`config.mk`:
```
export PLATFORM = sky130hd
export DESIGN_NAME = pipe_exe_em
export DESIGN_NICKNAME = d
export VERILOG_FILES = /design/src/rtl/pipe_exe_em.sv
export SDC_FILE = /design/constraint.sdc
export NUM_CORES = 1
export LEC_CHECK = 0
export ABC_AREA = 0
export BUFFER_PORTS_ARGS = -buffer_cell sky130_fd_sc_hd__buf_2
export CELL_PAD_IN_SITES_DETAIL_PLACEMENT = 1
export CELL_PAD_IN_SITES_GLOBAL_PLACEMENT = 2
export CORE_MARGIN = 3
export CORE_UTILIZATION = 32
export CTS_CLUSTER_SIZE = 30
export DETAILED_ROUTE_END_ITERATION = 10
export HOLD_SLACK_MARGIN = 0.02
export PLACE_DENSITY_LB_ADDON = 0.1
export SETUP_SLACK_MARGIN = 0.05
export SLEW_MARGIN = 10
export SYNTH_ARGS = -nofsm -noshare
export SYNTH_HDL_FRONTEND = slang
export SYNTH_SLANG_ARGS = --single-unit
```
`constraint.sdc`:
```
create_clock -name clk -period 9.2 [get_ports clk]
set_clock_uncertainty 0.2 [all_clocks]
set_input_delay 2.3 -clock clk [delete_from_list [all_inputs] [get_ports clk]]
set_output_delay 2.3 -clock clk [all_outputs]
set_load 0.03 [all_outputs]
```
`src/rtl/pipe_exe_em.sv`:
```
// rtl/pipe_exe_em.sv - execute stage ALU with EX/MEM pipeline register
// Reset and flush both leave MEM in a bubble so no write or memory access leaks downstream.
module pipe_exe_em #(
  parameter int WIDTH = 32
) (
  input  logic             clk,
  input  logic             rst,
  input  logic             EM_W_ena,
  input  logic             flush,
  input  logic [WIDTH-1:0] EXE_pc4,
  input  logic [WIDTH-1:0] EXE_rs_reg,
  input  logic [WIDTH-1:0] EXE_rt_reg,
  input  logic [WIDTH-1:0] EXE_imm,
  input  logic [WIDTH-1:0] EXE_shamt,
  input  logic [3:0]       EXE_aluc,
  input  logic             EXE_aluc_mux1_select,
  input  logic [1:0]       EXE_aluc_mux2_select,
  input  logic             EXE_DMEM_ena,
  input  logic             EXE_DMEM_W_ena,
  input  logic [1:0]       EXE_DMEM_W,
  input  logic [1:0]       EXE_DMEM_R,
  input  logic [4:0]       EXE_RF_waddr,
  input  logic             EXE_RF_W_ena,
  input  logic             EXE_load_store_mux_select,
  input  logic [2:0]       EXE_RF_mux_select,
  output logic [WIDTH-1:0] EXE_fwd_data,
  output logic [4:0]       EXE_fwd_waddr,
  output logic             EXE_fwd_wena,
  output logic [WIDTH-1:0] MEM_alu_res,
  output logic [WIDTH-1:0] MEM_rt_reg,
  output logic [WIDTH-1:0] MEM_pc4,
  output logic             MEM_DMEM_ena,
  output logic             MEM_DMEM_W_ena,
  output logic [1:0]       MEM_DMEM_W,
  output logic [1:0]       MEM_DMEM_R,
  output logic [4:0]       MEM_RF_waddr,
  output logic             MEM_RF_W_ena,
  output logic             MEM_load_store_mux_select,
  output logic [2:0]       MEM_RF_mux_select,
  output logic             MEM_ovf
);

  logic [WIDTH-1:0] op_a;
  logic [WIDTH-1:0] op_b;
  logic [WIDTH-1:0] alu_res;
  logic [WIDTH-1:0] sum;
  logic [WIDTH-1:0] diff;
  logic [4:0]       sh;
  logic             ovf;

  always_comb begin
    op_a = EXE_aluc_mux1_select ? EXE_shamt : EXE_rs_reg;
    case (EXE_aluc_mux2_select)
      2'b00:   op_b = EXE_rt_reg;
      2'b01:   op_b = EXE_imm;
      2'b10:   op_b = EXE_pc4;
      default: op_b = '0;
    endcase
  end

  assign sum  = op_a + op_b;
  assign diff = op_a - op_b;
  assign sh   = op_a[4:0];

  always_comb begin
    alu_res = '0;
    casez (EXE_aluc)
      4'b00?0: alu_res = sum;
      4'b00?1: alu_res = diff;
      4'b0100: alu_res = op_a & op_b;
      4'b0101: alu_res = op_a | op_b;
      4'b0110: alu_res = op_a ^ op_b;
      4'b0111: alu_res = ~(op_a | op_b);
      4'b100?: alu_res = {op_b[15:0], 16'h0000};
      4'b1011: alu_res = {{(WIDTH-1){1'b0}}, ($signed(op_a) < $signed(op_b))};
      4'b1010: alu_res = {{(WIDTH-1){1'b0}}, (op_a < op_b)};
      4'b1100: alu_res = $signed(op_b) >>> sh;
      4'b1101: alu_res = op_b >> sh;
      default: alu_res = op_b << sh;
    endcase
  end

  // Only the trapping ADD/SUB encodings can flag overflow; the unsigned forms wrap silently.
  always_comb begin
    ovf = 1'b0;
    if (EXE_aluc == 4'b0010)
      ovf = (op_a[WIDTH-1] == op_b[WIDTH-1]) && (sum[WIDTH-1] != op_a[WIDTH-1]);
    else if (EXE_aluc == 4'b0011)
      ovf = (op_a[WIDTH-1] != op_b[WIDTH-1]) && (diff[WIDTH-1] != op_a[WIDTH-1]);
  end

  assign EXE_fwd_data  = alu_res;
  assign EXE_fwd_waddr = EXE_RF_waddr;
  assign EXE_fwd_wena  = EXE_RF_W_ena & ~ovf;

  always_ff @(posedge clk) begin
    if (!rst) begin
      MEM_alu_res               <= '0;
      MEM_rt_reg                <= '0;
      MEM_pc4                   <= '0;
      MEM_DMEM_ena              <= 1'b0;
      MEM_DMEM_W_ena            <= 1'b0;
      MEM_DMEM_W                <= '0;
      MEM_DMEM_R                <= '0;
      MEM_RF_waddr              <= '0;
      MEM_RF_W_ena              <= 1'b0;
      MEM_load_store_mux_select <= 1'b0;
      MEM_RF_mux_select         <= '0;
      MEM_ovf                   <= 1'b0;
    end else if (EM_W_ena) begin
      MEM_alu_res               <= alu_res;
      MEM_rt_reg                <= EXE_rt_reg;
      MEM_pc4                   <= EXE_pc4;
      MEM_DMEM_W                <= EXE_DMEM_W;
      MEM_DMEM_R                <= EXE_DMEM_R;
      MEM_RF_waddr              <= EXE_RF_waddr;
      MEM_load_store_mux_select <= EXE_load_store_mux_select;
      MEM_RF_mux_select         <= EXE_RF_mux_select;
      // A flush keeps the data fields but kills every side-effecting enable.
      MEM_DMEM_ena              <= EXE_DMEM_ena & ~flush;
      MEM_DMEM_W_ena            <= EXE_DMEM_W_ena & ~flush;
      MEM_RF_W_ena              <= EXE_RF_W_ena & ~ovf & ~flush;
      MEM_ovf                   <= ovf & ~flush;
    end
  end

endmodule

```
==> results of run 1 <==
layout by cell type (no fill, tap or decap), types with 43 or more instances in the layout:
cell / n
nor2b_1: 92
nand3_1: 45
nand2_1: 139
nor2_1: 155
a21oi_1: 118
xnor2_1: 43
mux2i_1: 230
inv_1: 100
dfxtp_1: 113
buf_4: 163
ha_1: 91
o21ai_0: 129
o211ai_1: 46
buf_2: 334
logic make-up (layout without fill, tap and decap cells):
| kind of cell | Yosys count | count (layout) | share of synthesized area |
|---|---|---|---|
| AO/OA/AOI/OAI | 632 | 632 | 0.286 |
| XOR/XNOR | 56 | 56 | 0.0318 |
| adder cells (fa/ha/maj) | 97 | 97 | 0.0798 |
| buffers and inverters | 263 | 645 | 0.0772 |
| flip-flops | 113 | 113 | 0.147 |
| multiplexers | 284 | 284 | 0.195 |
| other | 0 | 2 | 0 |
| AND/OR/NAND/NOR | 576 | 576 | 0.183 |
per-stage QoR:
stage | utilization | hold WS (ps)
finish | 0.408 | 303
global route | 0.408 | 340
CTS | 0.405 | 305
detailed placement | 0.391 | 287
global placement | 0.391 | 269
floorplan | - | 416
metal layers:
layer / global-route usage / routed length, um
met2: 0.594 / 43500
met4: 0.156 / 4200
met5: 0 / 23
met1: 0.482 / 41300
met3: 0.0878 / 8280
cell usage after synthesis (9+ instances only):
master       n
ha_1        95
mux2_2      40
nand2b_1    21
o2bb2ai_1   11
dfxtp_1    113
buf_1       15
nor2b_1     92
buf_4       15
a221o_1     11
xnor2_1     43
o2bb2ai_2   10
nand4_1     16
o31ai_1     17
a221oi_1    14
xor2_1      13
nand2_1    139
o21a_1      11
nor4_1      11
nor3_1      35
nand3_1     45
o21ba_2     12
o21ai_0    130
or3_1       11
o2111ai_1   12
o221ai_1     9
a31oi_1     29
a21oi_1    119
o21ai_1     14
nor2_1     156
a211oi_1    33
a211o_1     11
mux2i_1    233
nand3b_1    16
a22oi_1     20
inv_1      100
o22ai_1     25
o211ai_1    46
buf_2       40
buf_6        9
clkbuf_1    75
repair_timing:
action / in CTS / in global routing
cloned: 0 / 0
setup endpoints to repair: 11 / 17
gates resized for setup: 9 / 25
pin swaps: 1 / 3
buffers inserted: 1 / 3
worst register-to-register path: stages, from the launching register on:
cell and delay (ps):
dfxtp_1 320, o21ai_0 280, a41oi_1 120
path summary, 6_finish.rpt:
kind                                         to  slack (ps)  cells past startpoint
worst max-delay path               EXE_fwd_wena         130                     20
worst min-delay path               MEM_RF_W_ena         300                      2
worst max register to register  MEM_alu_res[31]        8110                      2
worst min register to register     MEM_RF_W_ena         300                      2
layout make-up:
cell class,count,area (sq um),area share
flip-flops and latches,113,2260,0.118
repair buffers,506,3050,0.159
inverters,107,402,0.0209
multi-input cells,1645,12200,0.632
clock buffers,17,425,0.0221
well taps,607,759,0.0395
diodes,2,5.00,0.000260
clock inverters,15,165,0.00859
power by group through the flow:
stage,registers (W),clock network (W),logic [W]
after floorplan,0.000614,0,0.000847
after global routing,0.000542,0.000759,0.00171
final,0.000539,0.000725,0.00163
after global placement,0.000547,0,0.00156
after CTS,0.000539,0.000745,0.00158
after detailed placement,0.000549,0,0.00157
==> tab_implementation.tex, run 1 <==
\begin{tabular}{lr}
\hline
Metric & Value \\
\hline
\multicolumn{2}{l}{\textbf{Run status}} \\
Result of the run & complete, no violations \\
\multicolumn{2}{l}{\textbf{Route}} \\
Aggregate routed wire length & 97200 um \\
Post-DR wirelength/cell & 32.3 um \\
Pre-antenna DRT Iters & 5 \\
Iter 0 DRT Violations & 1715 \\
\# DRC & 0 \\
Via Count & 18400 \\
Vias per inst & 6.12 \\
Number of nets with antenna violations after detailed routing & 0 \\
\multicolumn{2}{l}{\textbf{Global route}} \\
Initial antenna violation count & 3 \\
Maximum number of pins on one net before global-route repair & 85 \\
Via count of the first global-routing pass & 18400 \\
GRT Overall Usage & 0.372 \\
Wire length of the first global-routing pass & 136000 um \\
Overall overflow remaining after global route & 0 \\
\multicolumn{2}{l}{\textbf{Worst setup path}} \\
Most frequent cell on the critical path & buf\_4 \\
Ordered list of cells on the worst path & buf\_2 -> buf\_6 -> buf\_4 -> mux2i\_1 -> o2bb2ai\_1 -> inv\_1 -> ha\_1 -> nand3\_1 -> or3\_1 -> nor4\_2 -> o2111ai\_1 -> nand4b\_1 -> buf\_4 -> a211oi\_4 -> buf\_4 -> xnor2\_1 -> o32ai\_2 -> buf\_4 -> nor2\_1 -> buf\_2 \\
Arrival time of data at the critical path endpoint & 6570 ps \\
Setup crit start kind & input pin \\
Crit end category & output port \\
Delay of the slowest cell on the worst path & 480 ps \\
Critical-path cell with the highest stage delay & or3\_1 \\
CP max FO & 15 \\
Required arrival time at the worst endpoint & 6700 ps \\
Cell family contributing the most delay on the critical path & buffers and inverters \\
Crit Reg-Reg Startpoint & MEM\_alu\_res[31] \\
Kind of critical path & input pin to output port \\
Number of buffers and inverters on the critical path & 8 \\
Critical Path Source & EXE\_aluc\_mux2\_select[0] \\
\multicolumn{2}{l}{\textbf{Timing}} \\
Slew of the pin with the lowest slew margin & 1130 ps \\
Timing-limited maximum frequency & 110 MHz \\
Total of endpoints with negative setup slack in the final report & 0 \\
Final min period & 9070 ps \\
Worst-case setup margin in the final layout & 128 ps \\
Slew headroom & 0.245 \\
Final slew viol count & 0 \\
Unrepaired setup endpoints after global routing & yes \\
Fin Setup TNS & 0 ps \\
Final Cycle Share & 0.986 \\
Final hold violation count & 0 \\
\multicolumn{2}{l}{\textbf{Power and ir drop}} \\
Sequential group share of total power & 0.186 \\
Worst supply voltage drop on vdd & 0.000127 V \\
Design internal power & 0.00144 W \\
Net switching power figure & 0.00145 W \\
Part of the total power dissipated in the clock network & 0.250 \\
Switching portion of total power & 0.502 \\
Combinational share of power & 0.564 \\
Standby leakage power & 8.79 nW \\
Pwr/cell area & 151 nW/um\^{}2 \\
Overall power after layout & 0.00290 W \\
\multicolumn{2}{l}{\textbf{Clocking}} \\
TritonCTS Buffers & 17 \\
CTS root buf & clkbuf\_16 \\
Quantity of hold-fixing buffers added after cts & 0 \\
H-tree Lvls & 4 \\
CTS tree & yes \\
Longest Clk Path Bufs & 2 \\
CTS clock-pin slew for the worst setup and hold paths & 90 ps \\
Insertion delay to the later sink of the worst-skew pair & 480 ps \\
Clk sink count & 113 \\
\multicolumn{2}{l}{\textbf{Place}} \\
Post-DP HPWL & 79300 um \\
RePlAce Congestion & 1.04 \\
Placed instance count & 2974 \\
Buffers added on ports & 337 \\
Worst slack at placement & -312 ps \\
Placed cell area & 18400 sq um \\
\multicolumn{2}{l}{\textbf{Logic synthesis}} \\
Post-synthesis cell type with the largest combined area & mux2i\_1 \\
Total nets after synthesis & 2305 \\
Flip-flop and latch count after synthesis & 113 \\
Post-synth ARST share & 0 \\
Largest cells by area after synthesis & mux2i\_1 (15\%), dfxtp\_1 (15\%), ha\_1 (7.7\%) \\
Mean cell area of the mapped netlist & 7.62 sq um \\
Syn Std Cell Area & 15400 sq um \\
Synth top area share & 0.151 \\
Part of the Yosys area used for sequential elements & 0.147 \\
Yosys synthesis warning count & 0 \\
Number of synthesized flops with an enable pin & 0 \\
Cells after Synth & 2021 \\
Number of distinct standard cells referenced by the synthesized netlist & 98 \\
Prevailing post-synth register cell & dfxtp\_1 \\
\multicolumn{2}{l}{\textbf{Die}} \\
Total die area & 50800 sq um \\
Area of the placeable core & 47100 sq um \\
Effective utilization at floorplan & 0.327 \\
Die boundary width & 225 um \\
Vertical die dimension & 225 um \\
Site row count & 79 \\
Number of I/O pins & 338 \\
\multicolumn{2}{l}{\textbf{Layout}} \\
Final design instance area without fill & 19200 sq um \\
Filler cell count in the final layout & 5899 \\
Synth-to-layout area growth & 24.8\% \\
Fraction of layout instances using a drive strength above 1 & 0.280 \\
Net count, final & 2674 \\
Non-filler instance count after layout & 3012 \\
\multicolumn{2}{l}{\textbf{Job}} \\
Max-capacitance violation count & 0 \\
\multicolumn{2}{l}{\textbf{Min path}} \\
HP Class & flip-flop to flip-flop \\
Hold\_sp & MEM\_RF\_W\_ena \\
\hline
\end{tabular}
Note: power is estimated with default switching activity, not from simulation.
==> inputs of run 2 (changes only) <==
- BUFFER_PORTS_ARGS: -buffer_cell sky130_fd_sc_hd__buf_2 -> -buffer_cell sky130_fd_sc_hd__buf_4
==> tab_implementation.tex, run 2 (synthesis results as in run 1) <==
\begin{tabular}{lr}
\hline
Metric & Value \\
\hline
\multicolumn{2}{l}{\textbf{Timing}} \\
Final Cycle Share & 0.991 \\
Total of endpoints with negative setup slack in the final report & 0 \\
Final slew viol count & 0 \\
Slew headroom & 0.344 \\
Worst-case setup margin in the final layout & 81.5 ps \\
Fin Setup TNS & 0 ps \\
Final min period & 9120 ps \\
Slew of the pin with the lowest slew margin & 984 ps \\
Unrepaired setup endpoints after global routing & no \\
Final hold violation count & 0 \\
Timing-limited maximum frequency & 110 MHz \\
Worst Hold Slack & 304 ps \\
\multicolumn{2}{l}{\textbf{Layout}} \\
Area occupied by multi-input gates & 12000 sq um \\
Filler cell count in the final layout & 5715 \\
Final core utilization & 0.419 \\
Synth-to-layout area growth & 28.1\% \\
Most common library cell in the layout ignoring fill and taps & buf\_4 \\
Commonest cells after routing, fill and taps aside & buf\_4 (477), mux2i\_1 (231), nor2\_1 (155) \\
Fraction of layout instances using a drive strength above 1 & 0.266 \\
Net count, final & 2651 \\
Final design instance area without fill & 19700 sq um \\
Area taken by flip-flops and latches & 2260 sq um \\
\multicolumn{2}{l}{\textbf{Clocking}} \\
CTS tree & yes \\
Insertion delay to the later sink of the worst-skew pair & 490 ps \\
TritonCTS Buffers & 17 \\
H-tree Lvls & 4 \\
Quantity of hold-fixing buffers added after cts & 0 \\
CTS root buf & clkbuf\_16 \\
Longest Clk Path Bufs & 2 \\
CTS clock-pin slew for the worst setup and hold paths & 60 ps \\
Clk sink count & 113 \\
\multicolumn{2}{l}{\textbf{Min path}} \\
Worst hold endpoint & MEM\_RF\_W\_ena \\
HP Class & flip-flop to flip-flop \\
Hold\_sp & MEM\_RF\_W\_ena \\
Worst hold stages & 2 \\
\multicolumn{2}{l}{\textbf{Worst setup path}} \\
Kind of critical path & input pin to output port \\
Setup crit start kind & input pin \\
Reg2Reg Capture Point & MEM\_alu\_res[30] \\
Crit Reg-Reg Startpoint & MEM\_alu\_res[30] \\
Arrival time of data at the critical path endpoint & 6620 ps \\
Register-to-register path setup slack & 8100 ps \\
Crit end category & output port \\
Required arrival time at the worst endpoint & 6700 ps \\
CP max FO & 12 \\
Register-to-Register Path Depth & 2 \\
\multicolumn{2}{l}{\textbf{Place}} \\
RePlAce Congestion & 1.01 \\
Buffers added on ports & 337 \\
Post-DP HPWL & 79400 um \\
Worst slack at placement & 37.1 ps \\
Placed cell area & 19100 sq um \\
\multicolumn{2}{l}{\textbf{Power and ir drop}} \\
Pwr/cell area & 149 nW/um\^{}2 \\
Standby leakage power & 8.86 nW \\
Worst supply voltage drop on vdd & 0.000156 V \\
\multicolumn{2}{l}{\textbf{Die}} \\
Site row count & 79 \\
Total die area & 50800 sq um \\
Vertical die dimension & 225 um \\
Die boundary width & 225 um \\
Number of I/O pins & 338 \\
Effective utilization at floorplan & 0.327 \\
Area of the placeable core & 47100 sq um \\
\multicolumn{2}{l}{\textbf{Route}} \\
Post-DR wirelength/cell & 32.7 um \\
Pre-antenna DRT Iters & 5 \\
Iter 0 DRT Violations & 1853 \\
Number of nets with antenna violations after detailed routing & 0 \\
Vias per inst & 6.23 \\
Aggregate routed wire length & 97600 um \\
\# DRC & 0 \\
Via Count & 18600 \\
\multicolumn{2}{l}{\textbf{Global route}} \\
Overall overflow remaining after global route & 0 \\
Via count of the first global-routing pass & 18700 \\
GRT Overall Usage & 0.373 \\
Initial antenna violation count & 1 \\
Wire length of the first global-routing pass & 137000 um \\
Maximum number of pins on one net before global-route repair & 96 \\
\multicolumn{2}{l}{\textbf{Job}} \\
Max-capacitance violation count & 0 \\
\multicolumn{2}{l}{\textbf{Run status}} \\
Result of the run & complete, no violations \\
\hline
\end{tabular}
run 2: per-layer routing:
metal | up-vias | wire [um] | share of wire | global-route usage
li1 | 8143 | - | - | -
met1 | 9230 | 40900 | 0.42 | 0.486
met2 | 1051 | 43200 | 0.44 | 0.586
met3 | 194 | 8430 | 0.086 | 0.0802
met4 | 0 | 5050 | 0.052 | 0.178
met5 | - | 0 | 0 | 0
run 2: worst max path at each step:
stage	cells past startpoint	slack [ps]	start	endpoint
floorplan	18	290	EXE_aluc_mux1_select	EXE_fwd_data[18]
global placement	16	70	EXE_aluc_mux2_select[0]	EXE_fwd_data[30]
detailed placement	15	40	EXE_aluc_mux2_select[0]	EXE_fwd_data[26]
CTS	17	130	EXE_aluc_mux2_select[0]	EXE_fwd_data[28]
global route	16	50	EXE_aluc_mux2_select[0]	EXE_fwd_data[18]
finish	15	80	EXE_aluc_mux2_select[0]	EXE_fwd_data[26]
run 2: layout make-up:
| cell class | count | share of cell area |
|---|---|---|
| timing repair buffer | 483 | 0.187 |
| sequential | 113 | 0.115 |
| tap | 607 | 0.0385 |
| multi-input combinational | 1645 | 0.609 |
| clock buffer | 17 | 0.0216 |
| clock inverter | 15 | 0.00824 |
| antenna | 1 | 0.000127 |
| inverter | 107 | 0.0204 |
run 2: power by group:
part / total [W] / internal, W / switching, W
clock: 0.000730 / 0.000385 / 0.000345
sequential: 0.000540 / 0.000523 / 0.0000174
combinational: 0.00166 / 0.000574 / 0.00109
total: 0.00293 / 0.00148 / 0.00145
run 2: per-stage QoR:
step | power (W) | cells
CTS | 0.00290 | 2987
global placement | 0.00215 | 2955
detailed placement | 0.00216 | 2955
floorplan | 0.00146 | 2021
global route | 0.00303 | 2987
finish | 0.00293 | 2988
run 2: critical path: stages:
cell	delay, ps
buf_4	180
mux2i_1	130
o2bb2ai_1	470
ha_1	380
inv_1	100
fa_1	440
nand2b_1	210
a21oi_1	310
o211ai_1	250
a211oi_2	450
nor3_2	130
a211oi_1	290
xnor2_1	240
o211ai_1	470
buf_4	250
run 2: repair_timing:
item / 4_1_cts / 5_1_grt
setup endpoints to repair: 3 / 9
buffers inserted: 0 / 0
hold endpoints to repair: 0 / 0
resized for setup: 2 / 7
